File: src/rtl/sdram_port_arbiter_if.sv
// Handshake bundle between the three SDRAM requesters, the port arbiter
// and the SDRAM controller. "master" is the requester/controller side,
// "slave" is the arbiter.
interface sdram_port_arbiter_if #(
    parameter int unsigned AW = 25
);
    // Video requester (read only)
    logic          vid_req;
    logic [AW-1:0] vid_addr;
    logic          vid_ack;
    logic          vid_ready;

    // CPU requester
    logic          cpu_req;
    logic [AW-1:0] cpu_addr;
    logic          cpu_rnw;
    logic [7:0]    cpu_din;
    logic          cpu_ack;
    logic          cpu_ready;

    // ROM/cart download requester (write only)
    logic          ld_req;
    logic [AW-1:0] ld_addr;
    logic [7:0]    ld_din;
    logic          ld_ack;
    logic          ld_ready;

    // Toward / from the SDRAM controller
    logic          mem_req;
    logic [AW-1:0] mem_addr;
    logic          mem_rnw;
    logic [7:0]    mem_din;
    logic          mem_ack;
    logic          mem_ready;
    logic          mem_busy;

    // Status
    logic [1:0]    owner;
    logic          timeout_err;

    modport master (
        output vid_req, vid_addr,
        output cpu_req, cpu_addr, cpu_rnw, cpu_din,
        output ld_req, ld_addr, ld_din,
        output mem_ack, mem_ready, mem_busy,
        input  vid_ack, vid_ready,
        input  cpu_ack, cpu_ready,
        input  ld_ack, ld_ready,
        input  mem_req, mem_addr, mem_rnw, mem_din,
        input  owner, timeout_err
    );

    modport slave (
        input  vid_req, vid_addr,
        input  cpu_req, cpu_addr, cpu_rnw, cpu_din,
        input  ld_req, ld_addr, ld_din,
        input  mem_ack, mem_ready, mem_busy,
        output vid_ack, vid_ready,
        output cpu_ack, cpu_ready,
        output ld_ack, ld_ready,
        output mem_req, mem_addr, mem_rnw, mem_din,
        output owner, timeout_err
    );
endinterface

File: src/rtl/sdram_port_arbiter.sv
// Three-way SDRAM port arbiter (video > cpu > loader, with loader
// anti-starvation) issuing one transaction at a time to the controller,
// with a grant-to-completion watchdog.
module sdram_port_arbiter #(
    parameter int unsigned AW         = 25,
    parameter int unsigned STARVE_MAX = 8,
    parameter int unsigned TIMEOUT    = 255
) (
    input logic                 clk,
    input logic                 reset,
    sdram_port_arbiter_if.slave bus
);
    localparam int unsigned SW = (STARVE_MAX < 1) ? 1 : $clog2(STARVE_MAX + 1);
    localparam int unsigned TW = 8;
    localparam int unsigned DW = 8;

    localparam logic [SW-1:0] STARVE_LIM = SW'(STARVE_MAX);
    localparam logic [TW-1:0] TCNT_LAST  = TW'(TIMEOUT - 1);

    localparam logic [1:0] OWN_NONE = 2'b00;
    localparam logic [1:0] OWN_VID  = 2'b01;
    localparam logic [1:0] OWN_CPU  = 2'b10;
    localparam logic [1:0] OWN_LD   = 2'b11;

    typedef enum logic [1:0] {
        IDLE     = 2'd0,
        ISSUE    = 2'd1,
        WAIT_RDY = 2'd2
    } state_t;

    state_t        state_q,   state_d;
    logic          mem_req_q, mem_req_d;
    logic [AW-1:0] addr_q,    addr_d;
    logic          rnw_q,     rnw_d;
    logic [DW-1:0] din_q,     din_d;
    logic [1:0]    owner_q,   owner_d;
    logic [SW-1:0] starve_q,  starve_d;
    logic [TW-1:0] tcnt_q,    tcnt_d;
    logic          terr_q,    terr_d;
    // Per-requester pulses, bit 0 video, bit 1 cpu, bit 2 loader
    logic [2:0]    ack_q,     ack_d;
    logic [2:0]    rdy_q,     rdy_d;

    logic [2:0]    sel;
    logic          any_req;
    logic          ld_force;
    logic          at_limit;
    logic [SW-1:0] starve_inc;
    logic [TW-1:0] tcnt_inc;

    assign any_req    = bus.vid_req | bus.cpu_req | bus.ld_req;
    assign ld_force   = bus.ld_req && (starve_q == STARVE_LIM);
    assign at_limit   = (tcnt_q == TCNT_LAST);
    assign starve_inc = (starve_q == STARVE_LIM) ? starve_q : starve_q + SW'(1);
    assign tcnt_inc   = tcnt_q + TW'(1);

    // One-hot select of the current owner's ack/ready lines
    always_comb begin
        sel = 3'b000;
        case (owner_q)
            OWN_VID: sel = 3'b001;
            OWN_CPU: sel = 3'b010;
            OWN_LD:  sel = 3'b100;
            default: sel = 3'b000;
        endcase
    end

    // Next-state and next-output logic for the grant/issue/wait sequence
    always_comb begin
        state_d   = state_q;
        mem_req_d = mem_req_q;
        addr_d    = addr_q;
        rnw_d     = rnw_q;
        din_d     = din_q;
        owner_d   = owner_q;
        starve_d  = starve_q;
        tcnt_d    = tcnt_q;
        terr_d    = terr_q;
        ack_d     = 3'b000;
        rdy_d     = 3'b000;

        case (state_q)
            IDLE: begin
                if (!bus.mem_busy && any_req) begin
                    state_d   = ISSUE;
                    mem_req_d = 1'b1;
                    tcnt_d    = '0;
                    if (ld_force || (!bus.vid_req && !bus.cpu_req)) begin
                        owner_d  = OWN_LD;
                        addr_d   = bus.ld_addr;
                        rnw_d    = 1'b0;
                        din_d    = bus.ld_din;
                        starve_d = '0;
                    end else if (bus.vid_req) begin
                        owner_d  = OWN_VID;
                        addr_d   = bus.vid_addr;
                        rnw_d    = 1'b1;
                        din_d    = '0;
                        if (bus.ld_req) begin
                            starve_d = starve_inc;
                        end
                    end else begin
                        owner_d  = OWN_CPU;
                        addr_d   = bus.cpu_addr;
                        rnw_d    = bus.cpu_rnw;
                        din_d    = bus.cpu_din;
                        if (bus.ld_req) begin
                            starve_d = starve_inc;
                        end
                    end
                end
            end

            ISSUE: begin
                tcnt_d = tcnt_inc;
                if (bus.mem_ack) begin
                    mem_req_d = 1'b0;
                    ack_d     = sel;
                    if (bus.mem_ready || at_limit) begin
                        // Completed together with the accept, or out of time
                        rdy_d   = sel;
                        owner_d = OWN_NONE;
                        state_d = IDLE;
                        if (!bus.mem_ready) begin
                            terr_d = 1'b1;
                        end
                    end else begin
                        state_d = WAIT_RDY;
                    end
                end else if (at_limit) begin
                    mem_req_d = 1'b0;
                    ack_d     = sel;
                    rdy_d     = sel;
                    owner_d   = OWN_NONE;
                    terr_d    = 1'b1;
                    state_d   = IDLE;
                end
            end

            WAIT_RDY: begin
                tcnt_d = tcnt_inc;
                if (bus.mem_ready || at_limit) begin
                    rdy_d   = sel;
                    owner_d = OWN_NONE;
                    state_d = IDLE;
                    if (!bus.mem_ready) begin
                        terr_d = 1'b1;
                    end
                end
            end

            default: begin
                state_d   = IDLE;
                mem_req_d = 1'b0;
                owner_d   = OWN_NONE;
            end
        endcase
    end

    // State and registered outputs, synchronous reset
    always_ff @(posedge clk) begin
        if (reset) begin
            state_q   <= IDLE;
            mem_req_q <= 1'b0;
            addr_q    <= '0;
            rnw_q     <= 1'b1;
            din_q     <= '0;
            owner_q   <= OWN_NONE;
            starve_q  <= '0;
            tcnt_q    <= '0;
            terr_q    <= 1'b0;
            ack_q     <= 3'b000;
            rdy_q     <= 3'b000;
        end else begin
            state_q   <= state_d;
            mem_req_q <= mem_req_d;
            addr_q    <= addr_d;
            rnw_q     <= rnw_d;
            din_q     <= din_d;
            owner_q   <= owner_d;
            starve_q  <= starve_d;
            tcnt_q    <= tcnt_d;
            terr_q    <= terr_d;
            ack_q     <= ack_d;
            rdy_q     <= rdy_d;
        end
    end

    assign bus.vid_ack     = ack_q[0];
    assign bus.cpu_ack     = ack_q[1];
    assign bus.ld_ack      = ack_q[2];
    assign bus.vid_ready   = rdy_q[0];
    assign bus.cpu_ready   = rdy_q[1];
    assign bus.ld_ready    = rdy_q[2];
    assign bus.mem_req     = mem_req_q;
    assign bus.mem_addr    = addr_q;
    assign bus.mem_rnw     = rnw_q;
    assign bus.mem_din     = din_q;
    assign bus.owner       = owner_q;
    assign bus.timeout_err = terr_q;

endmodule

File: src/flat_wrapper.sv
// flat-port wrapper written by rule: the top's interface ports become plain ports
module sdram_port_arbiter_flat 
#(
    parameter int unsigned AW         = 25,
    parameter int unsigned STARVE_MAX = 8,
    parameter int unsigned TIMEOUT    = 255
)
  (clk, reset, bus_vid_req, bus_vid_addr, bus_cpu_req, bus_cpu_addr, bus_cpu_rnw, bus_cpu_din, bus_ld_req, bus_ld_addr, bus_ld_din, bus_mem_ack, bus_mem_ready, bus_mem_busy, bus_vid_ack, bus_vid_ready, bus_cpu_ack, bus_cpu_ready, bus_ld_ack, bus_ld_ready, bus_mem_req, bus_mem_addr, bus_mem_rnw, bus_mem_din, bus_owner, bus_timeout_err);
  sdram_port_arbiter_if #(.AW(AW)) bus_i ();
  input logic clk;
  input logic reset;
  input wire logic [$bits(bus_i.vid_req)-1:0] bus_vid_req;
  input wire logic [$bits(bus_i.vid_addr)-1:0] bus_vid_addr;
  input wire logic [$bits(bus_i.cpu_req)-1:0] bus_cpu_req;
  input wire logic [$bits(bus_i.cpu_addr)-1:0] bus_cpu_addr;
  input wire logic [$bits(bus_i.cpu_rnw)-1:0] bus_cpu_rnw;
  input wire logic [$bits(bus_i.cpu_din)-1:0] bus_cpu_din;
  input wire logic [$bits(bus_i.ld_req)-1:0] bus_ld_req;
  input wire logic [$bits(bus_i.ld_addr)-1:0] bus_ld_addr;
  input wire logic [$bits(bus_i.ld_din)-1:0] bus_ld_din;
  input wire logic [$bits(bus_i.mem_ack)-1:0] bus_mem_ack;
  input wire logic [$bits(bus_i.mem_ready)-1:0] bus_mem_ready;
  input wire logic [$bits(bus_i.mem_busy)-1:0] bus_mem_busy;
  output wire logic [$bits(bus_i.vid_ack)-1:0] bus_vid_ack;
  output wire logic [$bits(bus_i.vid_ready)-1:0] bus_vid_ready;
  output wire logic [$bits(bus_i.cpu_ack)-1:0] bus_cpu_ack;
  output wire logic [$bits(bus_i.cpu_ready)-1:0] bus_cpu_ready;
  output wire logic [$bits(bus_i.ld_ack)-1:0] bus_ld_ack;
  output wire logic [$bits(bus_i.ld_ready)-1:0] bus_ld_ready;
  output wire logic [$bits(bus_i.mem_req)-1:0] bus_mem_req;
  output wire logic [$bits(bus_i.mem_addr)-1:0] bus_mem_addr;
  output wire logic [$bits(bus_i.mem_rnw)-1:0] bus_mem_rnw;
  output wire logic [$bits(bus_i.mem_din)-1:0] bus_mem_din;
  output wire logic [$bits(bus_i.owner)-1:0] bus_owner;
  output wire logic [$bits(bus_i.timeout_err)-1:0] bus_timeout_err;
  assign bus_i.vid_req = bus_vid_req;
  assign bus_i.vid_addr = bus_vid_addr;
  assign bus_i.cpu_req = bus_cpu_req;
  assign bus_i.cpu_addr = bus_cpu_addr;
  assign bus_i.cpu_rnw = bus_cpu_rnw;
  assign bus_i.cpu_din = bus_cpu_din;
  assign bus_i.ld_req = bus_ld_req;
  assign bus_i.ld_addr = bus_ld_addr;
  assign bus_i.ld_din = bus_ld_din;
  assign bus_i.mem_ack = bus_mem_ack;
  assign bus_i.mem_ready = bus_mem_ready;
  assign bus_i.mem_busy = bus_mem_busy;
  assign bus_vid_ack = bus_i.vid_ack;
  assign bus_vid_ready = bus_i.vid_ready;
  assign bus_cpu_ack = bus_i.cpu_ack;
  assign bus_cpu_ready = bus_i.cpu_ready;
  assign bus_ld_ack = bus_i.ld_ack;
  assign bus_ld_ready = bus_i.ld_ready;
  assign bus_mem_req = bus_i.mem_req;
  assign bus_mem_addr = bus_i.mem_addr;
  assign bus_mem_rnw = bus_i.mem_rnw;
  assign bus_mem_din = bus_i.mem_din;
  assign bus_owner = bus_i.owner;
  assign bus_timeout_err = bus_i.timeout_err;
  sdram_port_arbiter #(.AW(AW), .STARVE_MAX(STARVE_MAX), .TIMEOUT(TIMEOUT)) u_core (.clk(clk), .reset(reset), .bus(bus_i));
endmodule
File: config.mk
export PLATFORM = sky130hd
export DESIGN_NAME = sdram_port_arbiter_flat
export DESIGN_NICKNAME = d
export VERILOG_FILES = /design/src/rtl/sdram_port_arbiter_if.sv /design/src/rtl/sdram_port_arbiter.sv /design/src/flat_wrapper.sv
export SDC_FILE = /design/constraint.sdc
export NUM_CORES = 1
export LEC_CHECK = 0
export ABC_AREA = 1
export BUFFER_PORTS_ARGS = -buffer_cell sky130_fd_sc_hd__buf_2
export CORE_MARGIN = 8
export CORE_UTILIZATION = 23
export DETAILED_ROUTE_END_ITERATION = 10
export HOLD_SLACK_MARGIN = 0.02
export PLACE_DENSITY = 0.56
export SLEW_MARGIN = 15
export SYNTH_ARGS = -nofsm -noshare
export SYNTH_HDL_FRONTEND = slang
export SYNTH_SLANG_ARGS = --single-unit
File: constraint.sdc
create_clock -name clk -period 2 [get_ports clk]
set_input_delay 0.1 -clock clk [delete_from_list [all_inputs] [get_ports clk]]
set_output_delay 0.1 -clock clk [all_outputs]
set_load 0.01 [all_outputs]
# After elaboration in Yosys (flattened, before gate mapping)
# Index checks and enable logic that the tools add are counted.
[totals]
register_bits = 58
latch_bits = 0
mem_bits_rw = 0
romBits = 0
inputBits = 100
word_cells = 87
n_memories = 0
[classes]
n_addsub = 2
multipliers = 0
div = 0
n_lt_le_gt_ge = 0
eq_ne = 11
n_shift = 0
mux = 38
bitwise_logic = 4
reduce_logical = 21
[ops]
columns = ["cell", "n"]
rows = [
  ["two-way mux 25 bit", 2],
  ["two-way mux 8 bit", 3],
  ["two-way mux 2 bit", 10],
  ["case mux 8 bit (2 select lines)", 1],
  ["two-way mux 3 bit", 4],
  ["two-way mux 4 bit", 3],
  ["case mux 2 bit (3 select lines)", 2],
  ["two-way mux 1 bit", 9],
  ["case mux 3 bit (3 select lines)", 1],
  ["adder 8 x 1 -> 8 bit (second input constant)", 1],
  ["equality test 8 bit (second input constant)", 1],
  ["AND reduction 2 bit", 4],
  ["equality test 2 bit (second input constant)", 3],
  ["case mux 3 bit (2 select lines)", 1],
  ["AND reduction 3 bit", 2],
  ["nonzero test 2 bit", 3],
  ["adder 4 x 1 -> 4 bit (second input constant)", 1],
  ["equality test 2 x 1 -> 1 bit (second input constant)", 2],
  ["equality test 4 bit (second input constant)", 1],
  ["inequality test 2 x 1 -> 1 bit (second input constant)", 2],
  ["AND reduction 4 bit", 1],
  ["OR reduction 2 bit", 2],
  ["logical AND 1 bit", 3],
  ["zero test 1 bit", 3],
  ["8 further kinds", 11],
]

# Logic depth before layout (Yosys ltp)
[logic_depth]
ltp_word = 6
ltp_mapped = 11
depth_no_buf = 11

# Worst setup path after synthesis
# OpenSTA, ideal clock, no wires.
[synth_path]
path_type = "flip-flop to flip-flop"
startpoint = "register u_core.state_q[0]"
endpoint = "register u_core.tcnt_q[5]"
arrival_time_ns = 1.388
t_required_ns = 1.884
setup_slack_ns = 0.496
stages_incl_launch_ff = 8
path_buffers = 0
period_less_slack_ns = 1.504
path_cell_list = "dfxtp_1 > inv_1 > ha_1 > inv_1 > o21ai_2 > nand3b_1 > xor2_1 > nor2_1"
[synth_via]
elab_chain_len = 4
word_cells_on_any_way = 8
cone_classes = "eq/ne: 3; mux: 1; reduce/logical: 4"
[synth_lines]
columns = ["element", "line_no", "text"]
rows = [
  ["start, declared", "sdram_port_arbiter.sv:31", "state_t state_q, state_d;"],
  ["start signal, assigned", "sdram_port_arbiter.sv:175", "state_q <= state_d;"],
  ["equality test 2 x 1 -> 1 bit or equality test 2 bit (tied branches)", "sdram_port_arbiter.sv:82", "case (state_q)"],
  ["OR reduction 2 bit (no source line)", "--", ""],
  ["nonzero test 2 bit (no source line)", "--", ""],
  ["AND reduction 2 bit (no source line)", "--", ""],
  ["end signal, assigned", "sdram_port_arbiter.sv:182", "tcnt_q <= tcnt_d;"],
  ["end, declared", "sdram_port_arbiter.sv:38", "logic [TW-1:0] tcnt_q, tcnt_d;"],
]
# Parallel ways exist; a longest one is shown, timed or not.
# A chain may end at the register's enable or synchronous reset.

# Worst setup path in the final report
# Same ends and word-level chain as after synthesis.

==> impl_metrics.yaml <==
status:
  outcome: "completed"
power:
  ir_drop_v: 0.000538
  p_total_mw: 5.01
  pwr_density_cell_mw_per_mm2: 1180
  p_leak_nw: 2.11
layout:
  nets: 670
  final_cell_area_mm2: 0.00425
  final_cell_mix: "143 x buf_2, 113 x nand2_1, 58 x dfxtp_1, 46 x inv_1"
  final_common_cell: "buf_2"
  area_growth_pct: 42.1
  drive_above_1_share: 0.323
grt:
  met1_usage: 0.137
  grt_pass1_vias: 3501
  grt.overflow.total: 0
  grt_max_degree: 32
  use_met2: 0.203
  grtUsageMet3: 0.0428
  antenna_found_initial: 0
  grt.busiest_layer: "met2"
  track_usage: 0.121
  grt_first_pass_wirelength_mm: 16.3
sta:
  slew_headroom: 0.728
  hold_viol_final: 0
  worst_pin_slew_ns: 0.406
  fin_setup_tns_ns: 0
  fin_ws_ns: 0.171
  drv_slew: 0
  period_minus_slack_ns: 1.83
  fin_worst_skew_ns: 0.00944
  fmax_mhz: 547
  post-route-period-util: 0.915
  finalSetupViolCount: 0
  rsz0062_at_grt: "no"
min_path:
  worstHoldStart: "bus_cpu_addr[2]"
  hold_class: "primary input to register"
setup_path:
  reg2reg_from: "u_core.state_q[0]"
  endpoint_kind: "register"
  cp_data_arrival_time_ns: 2.03
  path_class: "register to register"
  crit_required_ns: 2.20
  crit_chain: "inv_1, ha_1, nand3_4, buf_4, o21ai_2, nand3b_1, xor2_1, nor2_1"
  critPathBufInv: 2
  crit_start: "u_core.state_q[0]"
  start_kind: "register"
  critical_path.top_delay_family: "flip-flops"
  slowest_delay_ns: 0.38
  worstPathMaxFanout: 22
  slowest_stage: "dfxtp_1"
detailed_routing:
  first_iter_violations: 221
  vias: 3307
  ant_nets: 0
  wl_per_cell_um: 13.8
  routed_wl_mm: 10.2
  drc_errors: 0
  routed_via_density: 4.47
  dr.pass1.iters: 4
place:
  io_buffers: 143
  gp_congestion: 0.810
  place_area_mm2: 0.00389
  pre_cts_slack_ns: 0.188
  place_hpwl_mm: 7.91
floorplanning:
  num_rows: 41
  start_util: 0.236
  io_pins: 144
  die_area_mm2: 0.0169
  core-area_mm2: 0.0127
  die_w_um: 130
  die_h_um: 130
yosys:
  synth.cell_area_mm2: 0.00299
  synth_seq_cells: 58
  seq_area_frac_synth: 0.389
  ys_types: 33
  synth_edf_count: 0
  syn_nets: 527
  synthFlopType: "dfxtp_1"
  async_flop_share: 0
  avgSynthCellArea_um2: 7.13
  ys_warn_count: 0
  synthesis.instances: 419
clock_network:
  root_buffer: "clkbuf_16"
  cts_tree: "done"
  ctsResizeCount: 0
  clockBufferDepth: 2
  post_cts_buffers: 0
  cts_inserted_buffers: 9
  clock-sinks: 58
  cts-htree-levels: 3
  clk_latency_ns: 0.32
  path_clk_slew_ns: 0.06
  holdBufCountCts: 0
run:
  drv_cap: 0
path summary, 6_finish.rpt:
path / endpoint / slack (ns) / depth (start not counted)
min: u_core.bus.mem_addr[2] / 0.05 / 3
min reg2reg: u_core.bus.mem_req / 0.48 / 2
max: u_core.tcnt_q[5] / 0.17 / 8
max reg2reg: u_core.tcnt_q[5] / 0.17 / 8
cells by family (layout without fill, tap and decap cells):
family,Yosys count,count (layout),synth area share
simple gates,192,192,0.282
other cells,0,1,0
fa+ha+maj,8,8,0.0335
flops,58,58,0.389
buf+inv,69,217,0.103
compound gates,88,88,0.181
xor+xnor,4,4,0.0117
power breakdown:
group	total, mW	switching [mW]	internal [mW]
Combinational	1.60	0.988	0.616
Sequential	1.58	0.170	1.41
Clock	1.82	0.537	1.28
metrics by stage:
step,hold WS (ns),instances,util
2_1_floorplan,0.270,419,-
6_report,0.0515,740,0.335
3_5_place_dp,0.389,723,0.307
3_3_place_gp,0.382,723,0.307
5_1_grt,0.0517,739,0.335
4_1_cts,0.0412,739,0.335
state kept, by name, summed over array words and instances, names as in the netlist:
register	count
u_core.bus.mem_req	1
u_core.ack_q	3
u_core.tcnt_q	8
u_core.bus.mem_addr	25
u_core.state_q	2
u_core.bus.timeout_err	1
u_core.bus.mem_din	8
u_core.starve_q	4
u_core.rdy_q	3
u_core.bus.mem_rnw	1
u_core.bus.owner	2
layout make-up:
class	instances	area, um2
clock buffer	11	253
fill	1346	8430
tap	172	215
multi-input combinational	292	1520
inverter	49	184
timing repair buffer	152	812
antenna	1	2.50
sequential	58	1160
clock inverter	5	100
synth_stat cells, drive strengths merged (2+ instances only):
| cell | instances | share of area |
|---|---|---|
| o22ai | 2 | 0.0042 |
| dfxtp | 58 | 0.39 |
| o21ai | 28 | 0.048 |
| inv | 48 | 0.060 |
| nand2 | 118 | 0.15 |
| o211ai | 12 | 0.030 |
| a21oi | 27 | 0.045 |
| nand4 | 5 | 0.010 |
| a31oi | 2 | 0.0042 |
| nand3b | 3 | 0.0075 |
| a21o | 2 | 0.0050 |
| nor3 | 3 | 0.0050 |
| nor2 | 33 | 0.050 |
| buf | 15 | 0.034 |
| a41oi | 14 | 0.041 |
| ha | 8 | 0.034 |
| nand3 | 28 | 0.051 |
| clkbuf | 5 | 0.0071 |
| xor2 | 4 | 0.012 |
tightest hold or removal path: stages:
cell and delay, ns:
buf_2 0.10, nand2_1 0.05, a41oi_1 0.08
metal layers:
layer  wire [um]  vias up
met5           0        -
met4         125        0
met3         894       13
met2        4650      148
met1        4520     1469
li1            -     1677
No activity file was read; power rests on OpenSTA's default activity.
